[src/rtl/io_input_fifo_pkg.sv]
// Shared types for the buffered CPU I/O ports: handshake FSM states and byte width.
package io_input_fifo_pkg;

  localparam int WORD_SIZE_DEFAULT = 16;
  localparam int BYTE_W            = 8;

  typedef enum logic [1:0] {
    IO_WAITREQ  = 2'd0,
    IO_DOWORK   = 2'd1,
    IO_WAITACK  = 2'd2,
    IO_WAITDATA = 2'd3
  } io_state_t;

endpackage

[src/rtl/io_input_fifo_sync_fifo.sv]
// Single-clock FIFO with occupancy count; pointers wrap modulo DEPTH (power of two).
module sync_fifo #(
  parameter int WIDTH = 8,
  parameter int DEPTH = 8
) (
  input  logic                       clk,
  input  logic                       areset_n,
  input  logic                       push,
  input  logic [WIDTH-1:0]           wdata,
  input  logic                       pop,
  output logic [WIDTH-1:0]           rdata,
  output logic                       full,
  output logic                       empty,
  output logic [$clog2(DEPTH):0]     level
);

  localparam int PW = $clog2(DEPTH);
  localparam int LW = PW + 1;

  logic [WIDTH-1:0] mem [DEPTH];
  logic [PW-1:0]    wr_ptr;
  logic [PW-1:0]    rd_ptr;
  logic             do_push;
  logic             do_pop;

  assign full    = (level == LW'(DEPTH));
  assign empty   = (level == '0);
  assign do_push = push && !full;
  assign do_pop  = pop && !empty;
  assign rdata   = mem[rd_ptr];

  // Storage carries no reset; pointers and level define what is valid.
  always_ff @(posedge clk) begin
    if (do_push) mem[wr_ptr] <= wdata;
  end

  always_ff @(posedge clk or negedge areset_n) begin
    if (!areset_n) begin
      wr_ptr <= '0;
      rd_ptr <= '0;
      level  <= '0;
    end else begin
      if (do_push) wr_ptr <= wr_ptr + PW'(1);
      if (do_pop)  rd_ptr <= rd_ptr + PW'(1);
      case ({do_push, do_pop})
        2'b10:   level <= level + LW'(1);
        2'b01:   level <= level - LW'(1);
        default: level <= level;
      endcase
    end
  end

endmodule

[src/rtl/io_input_fifo.sv]
// Buffered CPU input port: queues host bytes and delivers extended words over a
// four-phase req/ack handshake, returning EOF_VALUE once the stream has drained.
module io_input_fifo
  import io_input_fifo_pkg::*;
#(
  parameter int                   WORD_SIZE   = WORD_SIZE_DEFAULT,
  parameter int                   DEPTH       = 8,
  parameter bit                   SIGN_EXTEND = 1'b0,
  parameter logic [WORD_SIZE-1:0] EOF_VALUE   = '1
) (
  input  logic                   clk,
  input  logic                   areset_n,
  input  logic                   src_valid,
  output logic                   src_ready,
  input  logic [7:0]             src_data,
  input  logic                   src_eof,
  input  logic                   req,
  output logic                   ack,
  output logic [WORD_SIZE-1:0]   data,
  output logic                   eof,
  output logic [$clog2(DEPTH):0] level
);

  localparam int unsigned WU = WORD_SIZE;

  io_state_t             state;
  io_state_t             state_next;
  logic                  eof_seen;
  logic                  full;
  logic                  empty;
  logic                  push;
  logic                  pop;
  logic                  avail;
  logic [BYTE_W-1:0]     head;
  logic [WORD_SIZE-1:0]  ext;

  assign src_ready = !full && !eof_seen;
  assign push      = src_valid && src_ready;
  assign pop       = (state == IO_DOWORK) && !empty;
  assign avail     = !empty || eof_seen;
  assign ack       = (state == IO_WAITACK);

  sync_fifo #(
    .WIDTH (BYTE_W),
    .DEPTH (DEPTH)
  ) u_fifo (
    .clk      (clk),
    .areset_n (areset_n),
    .push     (push),
    .wdata    (src_data),
    .pop      (pop),
    .rdata    (head),
    .full     (full),
    .empty    (empty),
    .level    (level)
  );

  // Loop form keeps WORD_SIZE == 8 legal (no zero-width replication).
  always_comb begin
    ext = '0;
    ext[BYTE_W-1:0] = head;
    for (int unsigned i = BYTE_W; i < WU; i++) begin
      ext[i] = SIGN_EXTEND && head[BYTE_W-1];
    end
  end

  always_ff @(posedge clk or negedge areset_n) begin
    if (!areset_n) state <= IO_WAITREQ;
    else           state <= state_next;
  end

  always_comb begin
    state_next = state;
    case (state)
      IO_WAITREQ:  if (req) state_next = avail ? IO_DOWORK : IO_WAITDATA;
      IO_WAITDATA: if (avail) state_next = IO_DOWORK;
      IO_DOWORK:   state_next = IO_WAITACK;
      IO_WAITACK:  if (!req) state_next = IO_WAITREQ;
      default:     state_next = IO_WAITREQ;
    endcase
  end

  always_ff @(posedge clk or negedge areset_n) begin
    if (!areset_n) begin
      eof_seen <= 1'b0;
      eof      <= 1'b0;
      data     <= '0;
    end else begin
      if (src_eof) eof_seen <= 1'b1;
      if (state == IO_DOWORK) begin
        if (!empty) begin
          data <= ext;
        end else begin
          data <= EOF_VALUE;
          eof  <= 1'b1;
        end
      end
    end
  end

endmodule

[config.mk]
export PLATFORM = sky130hd
export DESIGN_NAME = io_input_fifo
export DESIGN_NICKNAME = d
export VERILOG_FILES = /design/src/rtl/io_input_fifo_pkg.sv /design/src/rtl/io_input_fifo_sync_fifo.sv /design/src/rtl/io_input_fifo.sv
export SDC_FILE = /design/constraint.sdc
export NUM_CORES = 1
export LEC_CHECK = 0
export ABC_CLOCK_PERIOD_IN_PS = 4700
export CAP_MARGIN = 15
export CORE_MARGIN = 10
export CORE_UTILIZATION = 35
export DETAILED_ROUTE_END_ITERATION = 10
export PLACE_DENSITY_LB_ADDON = 0.08
export SLEW_MARGIN = 25
export SYNTH_ARGS = -nofsm -noshare
export SYNTH_HDL_FRONTEND = slang
export SYNTH_SLANG_ARGS = --single-unit
[constraint.sdc]
create_clock -name clk -period 4.7 [get_ports clk]
set_input_delay 0.47 -clock clk [delete_from_list [all_inputs] [get_ports clk]]
set_output_delay 0.47 -clock clk [all_outputs]
set_load 0.02 [all_outputs]
### Word level (Yosys, flattened, before mapping)

Memories as Yosys holds them, arrays and structs flattened.
Cells that the tools add are included.

* register bits after elaboration: 30
* latch bits: 0
* memory bits (writable): 64
* memory bits (read-only): 0
* bits of input ports: 13
* output and inout port bits: 23
* word-level logic and storage cells: 44
* memories: 1

Memory list
* u_fifo.mem: words 8, width 8, rd ports 1, clocked after memory_dff 0, write ports 1, line io_input_fifo_sync_fifo.sv:20 `logic [WIDTH-1:0] mem [DEPTH];`

* $add $sub $neg: 4
* multiply operators: 0
* div/mod/pow operators: 0
* magnitude comparators: 0
* equal/unequal tests: 9
* shift-type cells: 0
* mux-type cells: 9
* bitwise logic cells: 0
* reductions and logical operators: 14

Operators by type and width (count)
* 16-bit 2-to-1 mux: 1
* 2-bit 2-to-1 mux: 4
* 2-bit one-hot mux with 4 select lines: 1
* 4-bit one-hot mux with 2 select lines: 1
* 3-bit by 1-bit adder with 3-bit output, second input constant: 2
* 2-bit == test, second input constant: 3
* 2-bit != test, second input constant: 3
* 1-bit logical AND: 5
* 4-bit by 1-bit adder with 4-bit output, second input constant: 1
* 2-bit by 1-bit == test with 1-bit output, second input constant: 2
* 4-bit == test, second input constant: 1
* 4-bit logical NOT: 1
* 4-bit by 1-bit subtractor with 4-bit output, second input constant: 1
* 1-bit logical NOT: 3
* 3-bit AND reduction: 1
* 2-bit logical NOT: 1
* 1-bit 2-to-1 mux: 2
* 2-bit AND reduction: 1
* 2-bit nonzero test: 1
* 1-bit logical OR: 1

### Longest topological paths before layout

* word-level depth: 7
* depth in mapped cells: 11
* gate-level depth less buffers: 10

### Cells and area by module

From an unflattened synthesis, not the netlist that was laid out.

* cells, all modules: 225
* area total of the unflattened synthesis: 3774.9 sq um

By module, submodules not included
* sync_fifo: instances 1, cells an instance 160, area each 3134.3 sq um, sequential area each 2172.1 sq um
* io_input_fifo: instances 1, cells an instance 65, area each 640.6 sq um, sequential area each 325.3 sq um

### Least setup slack after synthesis

OpenSTA, ideal clock, no wires.

* kind: register to register
* start: reg u_fifo.level[2]
* end: reg u_fifo.level[2]
* library setup time: 0.139 ns
* arrival time: 2.232 ns
* required time: 4.561 ns
* path slack: 2.329 ns
* stages on the path, launching flop included: 11
* path buffers: 1
* period minus slack after synthesis: 2.371 ns
* path through: dfrtp_1 > nor4_4 > nor2b_1 > buf_4 > ha_1 > xor2_1 > ha_1 > a21oi_1 > xor2_1 > nor2_1 > xor2_1

* elaborated cells on any way between the ends: 15
* those cells by class: 2 x add/sub; 3 x eq/ne; 1 x mux; 9 x reduce/logical

RTL lines
* start: declaration: line io_input_fifo_sync_fifo.sv:14 `output logic [$clog2(DEPTH):0] level`
* start signal: assignment: line io_input_fifo_sync_fifo.sv:46 `2'b10: level <= level + LW'(1);`
* start signal: assignment: line io_input_fifo_sync_fifo.sv:47 `2'b01: level <= level - LW'(1);`
* start signal: assignment: line io_input_fifo_sync_fifo.sv:48 `default: level <= level;`
* 4-bit logical NOT (*): line io_input_fifo_sync_fifo.sv:27 `assign empty = (level == '0);`
* 1-bit logical NOT (*): line io_input_fifo_sync_fifo.sv:29, io_input_fifo.sv:39
* 1-bit logical AND: line io_input_fifo.sv:39 `assign pop = (state == IO_DOWORK) && !empty;`
* 1-bit logical AND (*): line io_input_fifo_sync_fifo.sv:29 `assign do_pop = pop && !empty;`
* via u_fifo.do_pop: line io_input_fifo_sync_fifo.sv:24 `logic do_pop;`
* 2-bit by 1-bit == test with 1-bit output or 2-bit == test (tied branches): line io_input_fifo_sync_fifo.sv:45 `case ({do_push, do_pop})`
* 4-bit one-hot mux with 2 select lines or 2-bit nonzero test (tied branches)

Mark *: on every way through the listed nets, which the timed path passes. The rest lies on a longest branch.
A chain may end at the register's enable or synchronous reset.

### Worst setup path in the final report

* start: reg state[1]
* end: reg u_fifo.level[2]

* word-level cells in the longest chain between the ends: 5
* elaborated cells on any way between the ends: 7
* those cells by class: 3 x eq/ne; 1 x mux; 3 x reduce/logical

RTL lines
* start: declaration: line io_input_fifo.sv:26 `io_state_t state;`
* start signal: assignment: line io_input_fifo.sv:69 `else state <= state_next;`
* 2-bit by 1-bit == test with 1-bit output (*): line io_input_fifo.sv:39
* 1-bit logical AND (*): line io_input_fifo.sv:39
* 1-bit logical AND (*): line io_input_fifo_sync_fifo.sv:29
* 2-bit by 1-bit == test with 1-bit output or 2-bit == test (tied branches): line io_input_fifo_sync_fifo.sv:45
* 4-bit one-hot mux with 2 select lines or 2-bit nonzero test (tied branches)

Mark *: on every way between the ends. The rest lies on a longest branch, timed or not.

==> impl_metrics.ini <==
[routing]
ant_nets = 0
dr.pass1.iters = 4
avgViaCountPerCell = 4.72
drt_iter0_drc = 59
route.vias.total = 1921
drc = 0
avgRoutedWirePerCell_um = 16.9
postRouteWirelength_mm = 6.87

[synth]
ys_ff_latch = 87
netlist_instances = 233
ys_types = 37
synth_area_um2 = 3690
avgSynthCellArea_um2 = 15.9
muxShareOfSynthArea_pct = 11.2
yosysWarnings = 0
synth-xor-area-share_pct = 2.13
synth_nets = 255
synth_fa_ha_area_share_pct = 3.05
synth_compound_area_share_pct = 4.30
synth_top_family_by_area = multiplexers
yosysSeqAreaShare_pct = 67.6
yosys.area_share.simple_pct = 7.96

[critical_path]
critPathRequiredTime_ns = 4.93
reg2regPathDepth = 11
r2r-end = u_fifo.level[2]
endpoint_kind = flip-flop
critPathKind = flip-flop to flip-flop
rrSetupSlack_ns = 2.15
crit_path_max_fanout = 14
regToRegStartpoint = state[1]
cp-start-kind = flip-flop
arrival_ns = 2.78

[global_routing]
grt_pass1_vias = 1959
grt_use_met1_pct = 13.7
gr-usage-met3_pct = 2.66
antenna_found_initial = 0
grt_use_met2_pct = 13.3
grt_start_max_net_pins = 24
overflow = 0
grt_util_all_layers_pct = 9.65
top_usage_layer = met1
grt_pass1_wl_mm = 11.1

[final_layout]
seq_area_um2 = 2500
drive_above_1_share_pct = 16.6
most-common-layout-cells = edfxtp_1 (64), clkdlybuf4s50_1 (34), dfrtp_1 (23), nor2_1 (14), a21oi_1 (12)
multiInputGateArea_um2 = 1070
finalNetCount = 288
diodes = 0
final_common_cell = edfxtp_1
fin_area_um2 = 4350
n_fill_cell = 943
area_growth_pct = 17.7

[clock_tree]
cts_tree = yes
cts_max_level = 3
path_clk_slew_ns = 0.09
clock_sinks = 87
root_buffer = clkbuf_8
cts_max_path_buffers = 2
insertion_delay_ns = 0.35
postCtsResizedCells = 0
postCtsSetupBuffers = 0
ctsHoldBuffers = 0
cts-buffers-inserted = 9

[die]
core_um2 = 10300
rows = 37
die_area_um2 = 15100
start_util_pct = 35.8
io_pins = 36
chipHeight_um = 123
die_x_um = 123

[pwr]
powerDensity_nw_per_um2 = 587
ir_worst_vdd_mv = 0.241
power.leakage_uw = 0.00152

[timing]
timing.fmax_mhz = 392
finalCritPeriodShare_pct = 54.3
rsz0062_at_grt = no
timing.setup.tns_ns = 0
slew_headroom_pct = 32.2
skew_ns = 0.00816
slew_viol_final = 0
fin_crit_ns = 2.55
finalHoldViolCount = 0
tightest_slew_ns = 1.01
setup_violations = 0

[job]
maxCapViolCount = 0

[run_status]
outcome = completed

[hold_path]
hold_path.class = input port to asynchronous set/reset pin

[placed_design]
port_buffers = 35
placed_area_um2 = 4120
dp_hpwl_mm = 4.87
gp_congestion = 0.740
metal layers:
layer | wire length, um | share of wire, %
met1 | 3550 | 52
met2 | 2860 | 42
met3 | 346 | 5.0
met4 | 120 | 1.7
met5 | 0 | 0
registers in the layout (all words and copies together), names as in the netlist:
register,count
eof_seen,1
data,9
u_fifo.level,4
eof,1
u_fifo.mem,64
u_fifo.wr_ptr,3
state,2
u_fifo.rd_ptr,3
metrics by stage:
step / utilization [%] / hold WS, ns / std cells / power, uW / worst slack [ns]
6_report: 42.1 / 0.0842 / 407 / 2550 / 2.15
4_1_cts: 42.0 / 0.0953 / 407 / 2600 / 2.10
2_1_floorplan: - / 0.174 / 233 / 1750 / 2.33
3_5_place_dp: 39.9 / 0.475 / 391 / 2030 / 2.12
5_1_grt: 42.1 / 0.128 / 407 / 2730 / 1.91
3_3_place_gp: 39.9 / 0.452 / 391 / 2040 / 2.17
how the worst max path moves through the flow:
stage | from | endpoint | cells past startpoint
2_1_floorplan | u_fifo.level[2] | u_fifo.level[2] | 10
3_3_place_gp | state[1] | u_fifo.level[2] | 11
3_5_place_dp | state[1] | u_fifo.level[2] | 11
4_1_cts | state[1] | u_fifo.level[2] | 11
5_1_grt | state[1] | u_fifo.level[2] | 11
6_report | state[1] | u_fifo.level[2] | 11
final cells by class:
type	count	area share, %
clock buffers	9	2.85
clock inverters	7	2.22
repair buffers	39	8.63
flip-flops and latches	87	57.4
inverters	3	0.259
well taps	136	3.91
multi-input cells	126	24.7
worst max-delay path: stages, from the launching register on:
cell	delay (ns)
dfrtp_1	0.41
inv_1	0.09
ha_1	0.44
nor2b_1	0.19
buf_4	0.21
ha_1	0.30
xor2_1	0.10
ha_1	0.19
a21oi_1	0.14
xor2_1	0.15
nor2_1	0.06
xor2_1	0.14
kinds of logic after synthesis:
| kind of cell | Yosys count |
|---|---|
| AND/OR/NAND/NOR | 54 |
| XOR/XNOR | 9 |
| flip-flops | 87 |
| AO/OA/AOI/OAI | 26 |
| buffers and inverters | 20 |
| adder cells (fa/ha/maj) | 9 |
| multiplexers | 28 |
power by group:
| group | switching (uW) | internal, uW |
|---|---|---|
| sequential | 179 | 912 |
| clock | 265 | 300 |
| combinational | 439 | 457 |
| total | 883 | 1670 |
cells in the mapped netlist:
cell | n | share of area (%)
nand2b_1 | 2 | 0.34
mux4_2 | 4 | 2.4
xnor2_1 | 4 | 0.95
buf_4 | 8 | 1.6
nand3_1 | 2 | 0.27
nor4b_2 | 1 | 0.41
or2_2 | 1 | 0.17
dfrtp_1 | 23 | 16
a21o_1 | 1 | 0.20
clkbuf_1 | 2 | 0.20
mux2_4 | 1 | 0.41
and2b_1 | 2 | 0.41
buf_12 | 1 | 0.54
buf_2 | 3 | 0.41
mux2_2 | 10 | 3.0
nor3_1 | 12 | 1.6
nor4_4 | 1 | 0.58
mux2i_1 | 9 | 2.4
nor4_1 | 1 | 0.17
nand2_4 | 1 | 0.30
o32ai_2 | 1 | 0.44
o21ai_0 | 2 | 0.27
nand2_1 | 11 | 1.1
inv_1 | 3 | 0.30
mux4_1 | 4 | 2.8
nor2_4 | 1 | 0.30
a21oi_1 | 12 | 1.6
nor2b_1 | 4 | 0.68
ha_1 | 9 | 3.0
a2bb2oi_1 | 1 | 0.24
a31oi_1 | 9 | 1.5
buf_1 | 1 | 0.10
or3_1 | 1 | 0.17
nor2_1 | 14 | 1.4
buf_6 | 2 | 0.61
edfxtp_1 | 64 | 52
xor2_1 | 5 | 1.2
Note: power is estimated with default switching activity, not from simulation.
